File: src/rtl/wb_pkg.sv
// Shared types and constants for the writeback arbiter and its scoreboard.
package wb_pkg;

    localparam int unsigned XLEN       = 64;
    localparam int unsigned NREG       = 32;
    localparam int unsigned REG_ADDR_W = $clog2(NREG);

    typedef struct packed {
        logic [REG_ADDR_W-1:0] rd;
        logic [XLEN-1:0]       data;
    } wb_req_t;

    typedef enum logic {
        SRC_ALU = 1'b0,
        SRC_LSU = 1'b1
    } wb_src_e;

endpackage

File: src/rtl/wb_scoreboard.sv
// Pending-write scoreboard: one busy bit per architectural register.
// A set and a clear to the same register in one cycle leaves it set;
// register 0 never reads busy.
module wb_scoreboard
    import wb_pkg::*;
#(
    parameter int unsigned NREG = wb_pkg::NREG,
    localparam int unsigned AW  = $clog2(NREG)
) (
    input  logic            i_clk,
    input  logic            i_rst,
    input  logic            i_set_valid,
    input  logic [AW-1:0]   i_set_addr,
    input  logic            i_clr_valid,
    input  logic [AW-1:0]   i_clr_addr,
    output logic [NREG-1:0] o_busy
);

    logic [NREG-1:0] r_busy;
    logic [NREG-1:0] w_busy_next;

    // Apply clear first, then set, so a same-cycle set wins.
    always_comb begin
        w_busy_next = r_busy;
        if (i_clr_valid) begin
            w_busy_next[i_clr_addr] = 1'b0;
        end
        if (i_set_valid) begin
            w_busy_next[i_set_addr] = 1'b1;
        end
        w_busy_next[0] = 1'b0;
    end

    // Busy vector register.
    always_ff @(posedge i_clk or posedge i_rst) begin
        if (i_rst) begin
            r_busy <= '0;
        end else begin
            r_busy <= w_busy_next;
        end
    end

    assign o_busy = r_busy;

endmodule

File: src/rtl/writeback_arbiter.sv
// Arbitrates ALU and LSU results onto the single register-file write port
// and tracks pending writes for decode hazard stalls.
// Build option: WB_ROUND_ROBIN_EN selects round-robin conflict resolution;
// without it the LSU always wins a conflict.
module writeback_arbiter
    import wb_pkg::*;
#(
    parameter int unsigned XLEN = wb_pkg::XLEN,
    parameter int unsigned NREG = wb_pkg::NREG,
    localparam int unsigned AW  = $clog2(NREG)
) (
    input  logic            i_clk,
    input  logic            i_rst,
    input  logic            i_alu_valid,
    output logic            o_alu_ready,
    input  logic [AW-1:0]   i_alu_rd,
    input  logic [XLEN-1:0] i_alu_data,
    input  logic            i_lsu_valid,
    output logic            o_lsu_ready,
    input  logic [AW-1:0]   i_lsu_rd,
    input  logic [XLEN-1:0] i_lsu_data,
    input  logic            i_issue_valid,
    input  logic [AW-1:0]   i_issue_rd,
    output logic [NREG-1:0] o_busy,
    output logic            o_rf_we,
    output logic [AW-1:0]   o_rf_wr_addr,
    output logic [XLEN-1:0] o_rf_wr_data
);

    logic            w_alu_wins;
    logic            w_grant_alu;
    logic            w_grant_lsu;
    logic            w_accept;
    wb_req_t         w_req;
    logic            r_rf_we;
    logic [AW-1:0]   r_rf_wr_addr;
    logic [XLEN-1:0] r_rf_wr_data;

`ifdef WB_ROUND_ROBIN_EN
    wb_src_e r_last_grant;

    // Remember the winner of each conflict; reset favours the ALU next.
    always_ff @(posedge i_clk or posedge i_rst) begin
        if (i_rst) begin
            r_last_grant <= SRC_LSU;
        end else if (i_alu_valid && i_lsu_valid) begin
            r_last_grant <= w_grant_alu ? SRC_ALU : SRC_LSU;
        end
    end

    assign w_alu_wins = (r_last_grant == SRC_LSU);
`else
    assign w_alu_wins = 1'b0;
`endif

    // Grant selection and request mux; nothing is accepted during reset.
    always_comb begin
        w_grant_alu = !i_rst && i_alu_valid && (!i_lsu_valid || w_alu_wins);
        w_grant_lsu = !i_rst && i_lsu_valid && !w_grant_alu;
        w_accept    = w_grant_alu || w_grant_lsu;
        w_req.rd    = i_alu_rd;
        w_req.data  = i_alu_data;
        if (w_grant_lsu) begin
            w_req.rd   = i_lsu_rd;
            w_req.data = i_lsu_data;
        end
    end

    assign o_alu_ready = w_grant_alu;
    assign o_lsu_ready = w_grant_lsu;

    // Register the accepted result; writes to register 0 are dropped.
    always_ff @(posedge i_clk or posedge i_rst) begin
        if (i_rst) begin
            r_rf_we      <= 1'b0;
            r_rf_wr_addr <= '0;
            r_rf_wr_data <= '0;
        end else begin
            r_rf_we <= w_accept && (w_req.rd != '0);
            if (w_accept) begin
                r_rf_wr_addr <= w_req.rd;
                r_rf_wr_data <= w_req.data;
            end
        end
    end

    assign o_rf_we      = r_rf_we;
    assign o_rf_wr_addr = r_rf_wr_addr;
    assign o_rf_wr_data = r_rf_wr_data;

    wb_scoreboard #(.NREG(NREG)) u_scoreboard (
        .i_clk       (i_clk),
        .i_rst       (i_rst),
        .i_set_valid (i_issue_valid && (i_issue_rd != '0)),
        .i_set_addr  (i_issue_rd),
        .i_clr_valid (r_rf_we),
        .i_clr_addr  (r_rf_wr_addr),
        .o_busy      (o_busy)
    );

endmodule

File: config.mk
export PLATFORM = sky130hd
export DESIGN_NAME = writeback_arbiter
export DESIGN_NICKNAME = d
export VERILOG_FILES = /design/src/rtl/wb_pkg.sv /design/src/rtl/wb_scoreboard.sv /design/src/rtl/writeback_arbiter.sv
export SDC_FILE = /design/constraint.sdc
export NUM_CORES = 1
export LEC_CHECK = 0
export CORE_UTILIZATION = 39
export CTS_CLUSTER_DIAMETER = 200
export DETAILED_ROUTE_END_ITERATION = 10
export PLACE_DENSITY_LB_ADDON = 0.12
export SYNTH_ARGS = -nofsm -noshare
export SYNTH_HDL_FRONTEND = slang
export SYNTH_HIERARCHICAL = 1
export SYNTH_SLANG_ARGS = --single-unit
export TNS_END_PERCENT = 100
File: constraint.sdc
create_clock -name i_clk -period 2.3 [get_ports i_clk]
set_clock_uncertainty 0.05 [all_clocks]
set_input_delay 0.345 -clock i_clk [delete_from_list [all_inputs] [get_ports i_clk]]
set_output_delay 0.345 -clock i_clk [all_outputs]
set_load 0.1 [all_outputs]
# ---- After elaboration in Yosys (flattened, before gate mapping)
# Cells that the tools add are included.
dict set report op_classes {
  n_reduce_logical 14
  n_lt_le_gt_ge 4
  bitwise 3
  n_mux 7
}
# operator n
set ops {}
lappend ops {{$mux W69} 1}
lappend ops {{$mux W32} 2}
lappend ops {{$and A32 B32 Y32} 1}
lappend ops {{$not A32 Y32} 1}
lappend ops {{$or A32 B32 Y32} 1}
lappend ops {{$lt A5 B6 Y1 const B} 2}
lappend ops {{$demux W1 S5} 2}
lappend ops {{$ge A5 B1 Y1 const B} 2}
lappend ops {{$reduce_bool A5 Y1} 2}
lappend ops {{$logic_and A1 B1 Y1} 8}
lappend ops {{$logic_not A1 Y1} 3}
lappend ops {{$mux W1} 2}
lappend ops {{$logic_or A1 B1 Y1} 1}
dict set report word_totals {
  wordCells 32
  in_bits 148
  out_inout_bits 104
  ff_bits 101
}

# ---- Logic depth before layout (Yosys ltp)
dict set report logic_depth {
  depth_word 9
  mapped_depth 6
  ltp_nobuf 4
}

# ---- Cells and area by module
# Netlist, hierarchy kept.
# module n_inst seq_area_each_um2 area_per_inst_um2 cells_each
set by_module_without_submodules {}
lappend by_module_without_submodules {writeback_arbiter 1 1751.7 3387.0 312}
lappend by_module_without_submodules {wb_scoreboard 1 775.7 1292.5 121}

# ---- Worst setup path after synthesis
# OpenSTA, ideal clock, no wires.
dict set report synth_timing {
  path_type {input to output}
  start {in i_rst}
  end {out o_alu_ready}
  n_path_buf 0
  stages 1
  slack_ns -0.652
  t_arrival_ns 2.557
  required_time_ns 1.905
  cell_sequence {nor3b_1}
}
dict set report synth_via {
  elab_chain_len 3
}
# item line
set synth_lines {}
lappend synth_lines {{start, declared} writeback_arbiter.sv:13} ;# input logic i_rst,
lappend synth_lines {{$logic_not A1 Y1 (no source line)} --}
lappend synth_lines {{$logic_and A1 B1 Y1 (2 in a row)} writeback_arbiter.sv:58} ;# w_grant_alu = !i_rst && i_alu_valid && (!i_lsu_valid || w_alu_wins);
lappend synth_lines {{end, declared} writeback_arbiter.sv:15} ;# output logic o_alu_ready,
# No other way between the ends.

# ---- Final worst setup path
dict set report layout_timing {
  start {in i_issue_rd[0]}
  end {reg u_scoreboard.r_busy[25] (netlist: u_scoreboard/o_busy[25])}
}
dict set report layout_via {
  elab_chain_len 6
  word_cells_on_any_way 9
  classes_between {2 x order compare; 3 x mux; 1 x bitwise; 3 x reduce/logical}
}
# item line
set layout_lines {}
lappend layout_lines {{start, declared} writeback_arbiter.sv:23} ;# input logic [AW-1:0] i_issue_rd,
lappend layout_lines {{$lt A5 B6 Y1 (implied by the code) / $ge A5 B1 Y1 (equally long branches)} wb_scoreboard.sv:29} ;# w_busy_next[i_set_addr] = 1'b1;
lappend layout_lines {{$logic_and A1 B1 Y1 (implied by the code)} wb_scoreboard.sv:29}
lappend layout_lines {{$mux W1 (implied by the code)} wb_scoreboard.sv:29}
lappend layout_lines {{$demux W1 S5} --}
lappend layout_lines {{$or A32 B32 Y32 (no source line)} --}
lappend layout_lines {{$mux W32 *} wb_scoreboard.sv:28} ;# if (i_set_valid) begin
lappend layout_lines {{named net u_scoreboard.w_busy_next[25]} wb_scoreboard.sv:20} ;# logic [NREG-1:0] w_busy_next;
lappend layout_lines {{end signal, assigned} wb_scoreboard.sv:39} ;# r_busy <= w_busy_next;
lappend layout_lines {{end, declared} wb_scoreboard.sv:19} ;# logic [NREG-1:0] r_busy;
# Mark *: on every way through the listed nets, which the timed path passes. The rest lies on a longest branch.
# A chain may end at the register's enable or synchronous reset.

==> metrics <==
DIE HEIGHT=between 100 and 150 µm; Max Cap Violations=0; final net count=829; worst setup margin=0.418 ns; GR Overflow Total=0; crit path kind=input pin to flip-flop; first-pass iteration count of the detailed router=9; number of synthesized flops with an enable pin=0; number of H-tree levels=3; Rows=39; # DRC=15; top fanout value on the critical path=8; RSZ-0062 raised after global routing=no; commonest register cell after synthesis=dfrtp_1; CTS root buf=clkbuf_16; WL/cell=16.0 µm; crit path cell chain=clkdlybuf4s50_1 -> or4_1 -> o21a_1 -> nand3b_1 -> o21ai_1; CTS tree=done; Tmin final=1.88 ns; initial antenna violation count=0; final hold violations=0; layout cells sized above 1=about a fifth; Slowest-stage cell, CP=or4_1; CTS Sinks=101; Worst Path Arrival=2.04 ns; CP required=~2.5 ns; Tot GR Track Use=about 22%; Synth area leaders=dfrtp_1, mux2i_1, o21ai_1; Yosys reg bits=101; Bufs on Longest Clock Path=2; crit end category=flip-flop; Gates resized, CTS repair=0; CTS hold repair buffers=0; most frequent cell after synthesis=o21ai_1; fin crit share=81.8%; slew margin rel.=between 60% and 70%; fmax=0.531 GHz; fin. max-slew vios=0; total number of vias=4,180; Syn-to-layout area delta=57.8%; Max stage delay on crit path=0.53 ns; dpl hpwl=10,200 µm; n_diodes=0; # Post-CTS Setup Buffers=0; Power Density=1140 nW/µm²; Setup Viol. Count Final=0; post-synth net total=581; Pleak=3.45 nW; Max rail drop VDD=0.892 mV; Horiz. Die Dim=roughly 110 µm; number of buffers created by CTS=9; DR vias/cell=just over 5; I/O pin count=252; setup TNS=0 ns; Buffers on Ports=250; Iteration-0 DRC Markers=250; Startpoint Class=input pin; post-synth top area share=54.0%; Min Hold Slack=0.435 ns; drt total wl=13,200 µm; Commonest cells post-synth=o21ai_1, dfrtp_1, nand2_1, mux2i_1; status=finished, violations left; worst skew pair latency=0.33 ns; synthesized cell area=4680 µm²; first-pass GRT wire length=21,300 µm; Mapped Cells=433; syn_area_per_cell=10.8 µm²; Worst Tran Pin Value=approximately 0.5 ns; GP Congestion=0.784; Ys Warns=6; largest net degree at the start of global routing=67; Place WS=0.105 ns; cell taking the most area after synthesis=dfrtp_1; Async SR Flop Fraction=100%; failing checks=design-rule violations; HP Class=flip-flop to flip-flop; Die Footprint=12,400 µm²; Netlist cell types=26; sequential area share after synthesis=between 50 and 60%; Initial Util=40.5%; Placeable Area=11,600 µm²; vias in the first global route=approximately 4,200; total power=8.39 mW; clk slew on worst S/H paths=0.07 ns; Post-DRT Antenna Nets=0
-- placed cells by master, fill, tap and decap left out --
cell type        count
o21ai_1            131
or3b_4               3
or3b_1               4
bufinv_16            3
conb_1               1
nor3_2               1
buf_12               8
or3_1                2
nor2_1               1
clkinvlp_4           1
clkdlybuf4s50_1    147
o21bai_4             1
nor3b_2              1
o21a_1               1
nand3b_1             8
or4_1                2
inv_1                2
dfrtp_1            101
clkinv_4             1
buf_4              106
nand2b_4             1
mux2i_1             69
nand3_1              4
clkbuf_1             1
nand3b_2             2
nor3_1               2
clkinv_2             1
clkbuf_16            9
nand2_1             70
inv_2                1
a211oi_2             1
-- state kept, by name (all words and copies together) (netlist names) --
name                 flops
u_scoreboard/o_busy     31
o_rf_wr_data            64
o_rf_we                  1
o_rf_wr_addr             5
-- worst max-delay path: cells and delay by family --
| family | cells | cell delay, ns |
|---|---|---|
| AO/OA/AOI/OAI | 2 | 0.36 |
| buffers and inverters | 1 | 0.46 |
| AND/OR/NAND/NOR | 2 | 0.87 |
-- where the power goes --
group	internal (mW)	switching (mW)
Clock	1.06	0.645
Sequential	2.14	0.246
Combinational	0.963	3.33
Total	4.17	4.22
-- metrics by stage --
step                      instances  area (µm²)  util [%]
after floorplan                 433        4680         -
after global placement          813        7050      60.9
final                           829        7390      63.9
after CTS                       829        7390      63.9
after detailed placement        813        7050      60.9
after global routing            829        7390      63.9
-- logic make-up (layout without fill, tap and decap cells) --
family / count (synthesis) / in the layout / share of synthesized area (%)
compound gates: 134 / 134 / 14.8
flops: 101 / 101 / 54.0
simple gates: 101 / 101 / 10.7
mux: 69 / 69 / 14.8
buf+inv: 27 / 280 / 5.59
other cells: 1 / 1 / 0.0801
-- layout make-up --
cell class | instances | area, µm²
fill | 936 | 4180
sequential | 101 | 2530
timing repair buffer | 261 | 2430
multi-input combinational | 305 | 1900
clock buffer | 10 | 229
tap | 143 | 179
clock inverter | 6 | 111
inverter | 3 | 11.3
-- worst paths after layout --
kind	from	endpoint	slack (ns)	cells past startpoint
setup / recovery	i_issue_rd[0]	u_scoreboard/o_busy[25]$_DFF_PP0_	0.42	5
hold / removal	o_rf_wr_data[30]$_DFFE_PP0P_	o_rf_wr_data[30]$_DFFE_PP0P_	0.43	2
setup reg to reg	o_rf_wr_addr[4]$_DFFE_PP0P_	u_scoreboard/o_busy[18]$_DFF_PP0_	0.84	3
hold reg to reg	o_rf_wr_data[30]$_DFFE_PP0P_	o_rf_wr_data[30]$_DFFE_PP0P_	0.43	2
max in group asynchronous	i_rst	o_rf_wr_data[0]$_DFFE_PP0P_	1.18	3
min in group asynchronous	i_rst	o_rf_wr_data[20]$_DFFE_PP0P_	0.48	2
-- metal layers --
layer / part of all wire (%) / wire length (µm) / global-route usage, % / vias to the layer above
li1: - / - / - / 2031
met1: 39 / 5200 / 25.6 / 1947
met2: 51 / 6780 / 37.9 / 181
met3: 7.2 / 957 / 5.61 / 21
met4: 2.4 / 312 / 9.91 / 0
met5: 0 / 0 / 0 / -
Note: power is estimated with default switching activity, not from simulation.
